==> src/rtl/px_skip_if.sv <==
// Pixel-skipper configuration bus from the CSR block: keep/skip/add-interval
// fields for the pixel axis and the line axis.
interface px_skip_if;
    logic [7:0] px_to_skip;
    logic [7:0] px_interval;
    logic [7:0] px_add_interval;
    logic [7:0] ln_to_skip;
    logic [7:0] ln_interval;
    logic [7:0] ln_add_interval;

    modport master (
        output px_to_skip, px_interval, px_add_interval,
        output ln_to_skip, ln_interval, ln_add_interval
    );

    modport slave (
        input px_to_skip, px_interval, px_add_interval,
        input ln_to_skip, ln_interval, ln_add_interval
    );
endinterface

==> src/rtl/px_skip_sched.sv <==
// Per-beat keep/drop scheduler for the pixel skipper (pixel and line axes).
// Optional PX_SKIP_SCHED_STAT_EN adds stat_o: dropped-beat count of the previous frame.
module px_skip_sched #(
    parameter int unsigned CNT_W = 9
) (
    input  logic       clk_i,
    input  logic       rst_i,
    px_skip_if.slave   px_skip_i,
    input  logic       tvalid_i,
    input  logic       tready_i,
    input  logic       tuser_i,
    input  logic       tlast_i,
    output logic       keep_o,
    output logic       px_keep_o,
    output logic       ln_keep_o,
`ifdef PX_SKIP_SCHED_STAT_EN
    output logic [15:0] stat_o,
`endif
    output logic       cfg_applied_o
);

    localparam int unsigned CFG_W  = 8;
    localparam int unsigned STAT_W = 16;

    typedef enum logic { FRM_WAIT_SOF, FRM_RUN } frm_state_e;
    typedef enum logic { AX_KEEP, AX_SKIP } ax_state_e;

    typedef struct packed {
        logic [CFG_W-1:0] sk;
        logic [CFG_W-1:0] iv;
        logic [CFG_W-1:0] ad;
    } ax_cfg_t;

    typedef struct packed {
        ax_state_e        st;
        logic [CNT_W-1:0] run;
        logic [CNT_W-1:0] per;
    } ax_t;

    localparam ax_t AX_FRESH = '{st: AX_KEEP, run: '0, per: '0};

    // One step of an axis: keep klen units, skip sk units, stretch every ad-th keep run.
    function automatic ax_t axis_step(input ax_t a, input ax_cfg_t c);
        ax_t              n;
        logic [CNT_W-1:0] ad_w;
        logic [CNT_W-1:0] sk_w;
        logic [CNT_W-1:0] klen;
        logic [CNT_W-1:0] per_nx;
        logic             long_run;
        n        = a;
        ad_w     = CNT_W'(c.ad);
        sk_w     = CNT_W'(c.sk);
        long_run = (c.ad != '0) && (a.per == ad_w - CNT_W'(1));
        klen     = CNT_W'(c.iv) + (long_run ? CNT_W'(1) : CNT_W'(0));
        per_nx   = ((c.ad == '0) || long_run) ? '0 : a.per + CNT_W'(1);
        if (a.st == AX_KEEP) begin
            if (a.run == klen - CNT_W'(1)) begin
                n.run = '0;
                if (c.sk != '0) begin
                    n.st = AX_SKIP;
                end else begin
                    n.per = per_nx;
                end
            end else begin
                n.run = a.run + CNT_W'(1);
            end
        end else begin
            if (a.run == sk_w - CNT_W'(1)) begin
                n.run = '0;
                n.st  = AX_KEEP;
                n.per = per_nx;
            end else begin
                n.run = a.run + CNT_W'(1);
            end
        end
        return n;
    endfunction

    frm_state_e frm_q, frm_d;
    ax_cfg_t    px_cfg_q, px_cfg_d;
    ax_cfg_t    ln_cfg_q, ln_cfg_d;
    ax_t        px_ax_q, px_ax_d;
    ax_t        ln_ax_q, ln_ax_d;
    logic       cfg_applied_q, cfg_applied_d;

    logic       beat;
    logic       sof_beat;
    logic       eol_beat;
    ax_cfg_t    px_cfg_in;
    ax_cfg_t    ln_cfg_in;

    assign beat     = tvalid_i & tready_i;
    assign sof_beat = beat & tuser_i;
    assign eol_beat = beat & tlast_i;

    // Incoming config with interval clamped to at least one kept unit.
    always_comb begin
        px_cfg_in.sk = px_skip_i.px_to_skip;
        px_cfg_in.iv = (px_skip_i.px_interval == '0) ? CFG_W'(1) : px_skip_i.px_interval;
        px_cfg_in.ad = px_skip_i.px_add_interval;
        ln_cfg_in.sk = px_skip_i.ln_to_skip;
        ln_cfg_in.iv = (px_skip_i.ln_interval == '0) ? CFG_W'(1) : px_skip_i.ln_interval;
        ln_cfg_in.ad = px_skip_i.ln_add_interval;
    end

    // Frame FSM and axis next-state; SOF reload wins over EOL on the same beat.
    always_comb begin
        frm_d         = frm_q;
        px_cfg_d      = px_cfg_q;
        ln_cfg_d      = ln_cfg_q;
        px_ax_d       = px_ax_q;
        ln_ax_d       = ln_ax_q;
        cfg_applied_d = 1'b0;

        if (sof_beat) begin
            frm_d         = FRM_RUN;
            px_cfg_d      = px_cfg_in;
            ln_cfg_d      = ln_cfg_in;
            cfg_applied_d = 1'b1;
            px_ax_d       = axis_step(AX_FRESH, px_cfg_in);
            ln_ax_d       = eol_beat ? axis_step(AX_FRESH, ln_cfg_in) : AX_FRESH;
        end else if (beat && (frm_q == FRM_RUN)) begin
            px_ax_d = axis_step(px_ax_q, px_cfg_q);
            if (eol_beat) begin
                ln_ax_d = axis_step(ln_ax_q, ln_cfg_q);
            end
        end

        if (eol_beat) begin
            px_ax_d = AX_FRESH;
        end
    end

    always_ff @(posedge clk_i) begin
        if (!rst_i) begin
            frm_q         <= FRM_WAIT_SOF;
            px_cfg_q      <= '0;
            ln_cfg_q      <= '0;
            px_ax_q       <= AX_FRESH;
            ln_ax_q       <= AX_FRESH;
            cfg_applied_q <= 1'b0;
        end else begin
            frm_q         <= frm_d;
            px_cfg_q      <= px_cfg_d;
            ln_cfg_q      <= ln_cfg_d;
            px_ax_q       <= px_ax_d;
            ln_ax_q       <= ln_ax_d;
            cfg_applied_q <= cfg_applied_d;
        end
    end

    // The SOF beat is always kept, even before the first frame has started.
    assign px_keep_o     = (px_ax_q.st == AX_KEEP) | tuser_i;
    assign ln_keep_o     = (ln_ax_q.st == AX_KEEP) | tuser_i;
    assign keep_o        = px_keep_o & ln_keep_o & ((frm_q == FRM_RUN) | tuser_i);
    assign cfg_applied_o = cfg_applied_q;

`ifdef PX_SKIP_SCHED_STAT_EN
    logic [STAT_W-1:0] drop_cnt_q, drop_cnt_d;
    logic [STAT_W-1:0] stat_q, stat_d;

    // Saturating drop counter, published and cleared at every SOF beat.
    always_comb begin
        drop_cnt_d = drop_cnt_q;
        stat_d     = stat_q;
        if (sof_beat) begin
            stat_d     = drop_cnt_q;
            drop_cnt_d = '0;
        end else if (beat && (frm_q == FRM_RUN) && !keep_o && (drop_cnt_q != '1)) begin
            drop_cnt_d = drop_cnt_q + STAT_W'(1);
        end
    end

    always_ff @(posedge clk_i) begin
        if (!rst_i) begin
            drop_cnt_q <= '0;
            stat_q     <= '0;
        end else begin
            drop_cnt_q <= drop_cnt_d;
            stat_q     <= stat_d;
        end
    end

    assign stat_o = stat_q;
`endif

endmodule

==> src/flat_wrapper.sv <==
// flat-port wrapper written by rule: the top's interface ports become plain ports
module px_skip_sched_flat 
#(
    parameter int unsigned CNT_W = 9
)
  (clk_i, rst_i, tvalid_i, tready_i, tuser_i, tlast_i, keep_o, px_keep_o, ln_keep_o, cfg_applied_o, px_skip_i_px_to_skip, px_skip_i_px_interval, px_skip_i_px_add_interval, px_skip_i_ln_to_skip, px_skip_i_ln_interval, px_skip_i_ln_add_interval);
  px_skip_if px_skip_i_i ();
  input  logic clk_i;
  input  logic rst_i;
  input  logic tvalid_i;
  input  logic tready_i;
  input  logic tuser_i;
  input  logic tlast_i;
  output logic keep_o;
  output logic px_keep_o;
  output logic ln_keep_o;
  output logic cfg_applied_o;
  input wire logic [$bits(px_skip_i_i.px_to_skip)-1:0] px_skip_i_px_to_skip;
  input wire logic [$bits(px_skip_i_i.px_interval)-1:0] px_skip_i_px_interval;
  input wire logic [$bits(px_skip_i_i.px_add_interval)-1:0] px_skip_i_px_add_interval;
  input wire logic [$bits(px_skip_i_i.ln_to_skip)-1:0] px_skip_i_ln_to_skip;
  input wire logic [$bits(px_skip_i_i.ln_interval)-1:0] px_skip_i_ln_interval;
  input wire logic [$bits(px_skip_i_i.ln_add_interval)-1:0] px_skip_i_ln_add_interval;
  assign px_skip_i_i.px_to_skip = px_skip_i_px_to_skip;
  assign px_skip_i_i.px_interval = px_skip_i_px_interval;
  assign px_skip_i_i.px_add_interval = px_skip_i_px_add_interval;
  assign px_skip_i_i.ln_to_skip = px_skip_i_ln_to_skip;
  assign px_skip_i_i.ln_interval = px_skip_i_ln_interval;
  assign px_skip_i_i.ln_add_interval = px_skip_i_ln_add_interval;
  px_skip_sched #(.CNT_W(CNT_W)) u_core (.clk_i(clk_i), .rst_i(rst_i), .px_skip_i(px_skip_i_i), .tvalid_i(tvalid_i), .tready_i(tready_i), .tuser_i(tuser_i), .tlast_i(tlast_i), .keep_o(keep_o), .px_keep_o(px_keep_o), .ln_keep_o(ln_keep_o), .cfg_applied_o(cfg_applied_o));
endmodule
==> config.mk <==
export PLATFORM = sky130hd
export DESIGN_NAME = px_skip_sched_flat
export DESIGN_NICKNAME = d
export VERILOG_FILES = /design/src/rtl/px_skip_if.sv /design/src/rtl/px_skip_sched.sv /design/src/flat_wrapper.sv
export SDC_FILE = /design/constraint.sdc
export NUM_CORES = 1
export LEC_CHECK = 0
export CORE_ASPECT_RATIO = 1.2
export CORE_MARGIN = 2
export CORE_UTILIZATION = 42
export DETAILED_ROUTE_END_ITERATION = 8
export GPL_TIMING_DRIVEN = 0
export PLACE_DENSITY_LB_ADDON = 0.05
export SLEW_MARGIN = 25
export SYNTH_ARGS = -nofsm -noshare
export SYNTH_HDL_FRONTEND = slang
export SYNTH_SLANG_ARGS = --single-unit
==> constraint.sdc <==
create_clock -name clk_i -period 10.37 [get_ports clk_i]
set_input_delay 1.5555 -clock clk_i [delete_from_list [all_inputs] [get_ports clk_i]]
set_output_delay 1.5555 -clock clk_i [all_outputs]
set_load 0.005 [all_outputs]
==> metrics.txt <==
Worst Hold Slack=between 400 and 500 ps; Arr. time, crit path=roughly 5000 ps; cts repair resizes=0; RSZ-0062 raised after global routing=no; # hold bufs at CTS=0; Max-slew headroom=0.462; Peak Freq=209 MHz; Cells after Synth=821; Ant. Diodes=0; Crit Reg-Reg Startpoint=u_core.px_cfg_q[4]$_SDFFE_PN0P_; first-pass GRT wire length=around 29 mm; Core Box Area=approximately 0.014 mm2; GRT Util Overall=0.234; fraction of layout cells with a size suffix above 1=0.0593; HP Class=flop to flop; final hold violations=0; largest cells by area after synthesis=dfxtp_1, nand2_1, a21oi_1, xnor2_1, ha_1; outcome=finished clean; #FFs+latches synth=88; Post-Syn Area=slightly above 0.006 mm2; Max-Cap Viols=0; H-tree levels=3; flop2flop setup slack=between 5000 and 6000 ps; io pins=58; CTS Buf Count=9; initial drt markers=372; Crit path required time=about 11000 ps; initial antenna violation count=0; Initial DRT Pass Iterations=5; vias in the first global route=between 5000 and 6000; final wirelength=roughly 18 mm; Starting Density=0.426; Vias=between 6000 and 7000; top cell type's share of synthesized area=0.290; Most used DFF post-synth=dfxtp_1; fin crit period=between 4000 and 5000 ps; Post-CTS Setup Inserts=0; Yosys top cell by area=dfxtp_1; worst slack, placed=5560 ps; Mapped Avg Cell Area=around 7.4 um2; critical setup path kind=flop to flop; CP startpoint=u_core.px_cfg_q[4]$_SDFFE_PN0P_; Total Neg Setup Slack=0 ps; Hold Path Origin=u_core.ln_cfg_q[1]$_SDFFE_PN0P_; post-route ant nets=0; nature of the critical path endpoint=flop; vias per cell=5.72; die area=0.0155 mm2; sequential cell area fraction in the yosys report=0.290; DRC viols=0; fraction of registers with async set/reset=0; Post-synth EDFFs=0; Clock transition at path regs=around 70 ps; aggregate global routing overflow=0; clk_lat worst skew=between 300 and 400 ps; hold depth=2; largest net degree at the start of global routing=16; Clock Tree Buf Depth=2; Leakage Power=2.49 nW; final core utilization=0.504; dpl cell area=approximately 0.0069 mm2; worst slew pin tran=approximately 800 ps; GPL Wtd Cong=0.888; Row Count=48; Ys Warns=0; PortBufs=57; CP Max Fanout=10; layout net count=963; Final HPWL DP=about 14 mm; crit path launch type=flop; Clock Root Buffer=clkbuf_16; fin. max-slew vios=0; Peak VDD IR=0.0000604 V; syn nets=895; Routed WL per cell=16.7 um; Clock Skew=approximately 7.4 ps; R2R depth=16; Worst Slack Setup Final=5590 ps; final setup vio count=0; CTS tree=done; Chip Height=136 um; pwr/cell area=approximately 120 mW/mm2; fin area=slightly above 0.007 mm2; CTS sink count=just under 90; Syn-to-layout area delta=18.4%; Die Span X=~110 um; final period utilization=0.461; Netlist cell types=78
[layer usage]
| layer | global-route usage | share of wire | vias up |
|---|---|---|---|
| li1 | - | - | 3074 |
| met1 | 0.269 | 0.43 | 2891 |
| met2 | 0.441 | 0.52 | 127 |
| met3 | 0.0321 | 0.034 | 21 |
| met4 | 0.0799 | 0.019 | 0 |
| met5 | 0 | 0 | - |
[registers in the layout (all words and copies together) (netlist names)]
register,flops
u_core.px_cfg_q,24
u_core.ln_cfg_q,24
u_core.frm_q,1
u_core.ln_ax_q,19
u_core.px_ax_q,19
u_core.cfg_applied_o,1
[cell usage in the layout (no fill, tap or decap), types with 10 or more instances in the layout]
| cell | instances |
|---|---|
| a211oi_1 | 13 |
| nor4_1 | 18 |
| o21ai_0 | 18 |
| a31oi_1 | 23 |
| nand2b_1 | 12 |
| xor2_1 | 19 |
| clkdlybuf4s50_1 | 57 |
| clkbuf_1 | 29 |
| inv_1 | 35 |
| xnor2_1 | 35 |
| dfxtp_1 | 88 |
| nor3_1 | 20 |
| a21oi_1 | 74 |
| nor2_1 | 52 |
| ha_1 | 20 |
| nand3_1 | 41 |
| nand2_1 | 152 |
| o22ai_1 | 10 |
| nand3b_1 | 11 |
[report_power, final]
group	leakage, nW	internal (mW)	switching (mW)
logic	1.61	0.0623	0.0752
clock network	0.159	0.219	0.151
registers	0.713	0.345	0.0101
[Yosys cell counts, types with 9 or more instances]
cell        n
o22ai_1    10
o21ai_0    18
xor2_1     19
dfxtp_1    88
xnor2_1    35
a211oi_1   13
and3_1      9
nand3b_1   11
nor2b_1     9
nand3_1    41
inv_1      35
clkbuf_1   29
nor4_1     18
nor3_1     20
nor2_1     52
a21oi_1    74
a31oi_1    23
nand2_1   152
nand2b_1   12
ha_1       20
[area by class of cell]
type                            count  area, um2
Timing Repair Buffer               57        571
Fill cell                        1397       7090
Multi-Input combinational cell    646       3920
Clock buffer                       10        239
Tap cell                          175        219
Buffer                             52        268
Inverter                           35        131
Sequential cell                    88       1760
Clock inverter                      6       90.1
[kinds of logic (layout without fill, tap and decap cells)]
logic type	after synthesis	after routing	synth area share
XOR/XNOR	55	55	0.0814
adder cells (fa/ha/maj)	20	20	0.0411
AO/OA/AOI/OAI	192	192	0.208
multiplexers	3	3	0.00514
AND/OR/NAND/NOR	376	376	0.309
buffers and inverters	87	160	0.0656
flip-flops	88	88	0.290
[final timing paths]
check	endpoint
worst max-delay path	u_core.px_ax_q[7]$_SDFFE_PP0P_
worst max register to register	u_core.px_ax_q[7]$_SDFFE_PP0P_
worst min register to register	u_core.ln_cfg_q[1]$_SDFFE_PN0P_
worst min-delay path	u_core.ln_cfg_q[1]$_SDFFE_PN0P_
[critical path, cell delays in order (launching register included)]
cell     delay [ps]
dfxtp_1         380
nor4_1          610
nand3_1         150
mux2_2          290
a211o_1         310
a311o_2         400
ha_1            220
ha_1            220
xor2_1          160
a311o_1         330
a211o_1         300
nor4_2          230
nand4_2         220
a31oi_1         290
buf_4           220
nor3b_1          80
a211o_1         260
[through the flow]
| stage | std cells | total power [mW] |
|---|---|---|
| 6_report | 1069 | 0.863 |
| 5_1_grt | 1069 | 0.893 |
| 4_1_cts | 1069 | 0.866 |
| 3_5_place_dp | 1053 | 0.499 |
| 3_3_place_gp | 1053 | 0.496 |
| 2_1_floorplan | 821 | 0.448 |
(Power assumes the default switching activity.)
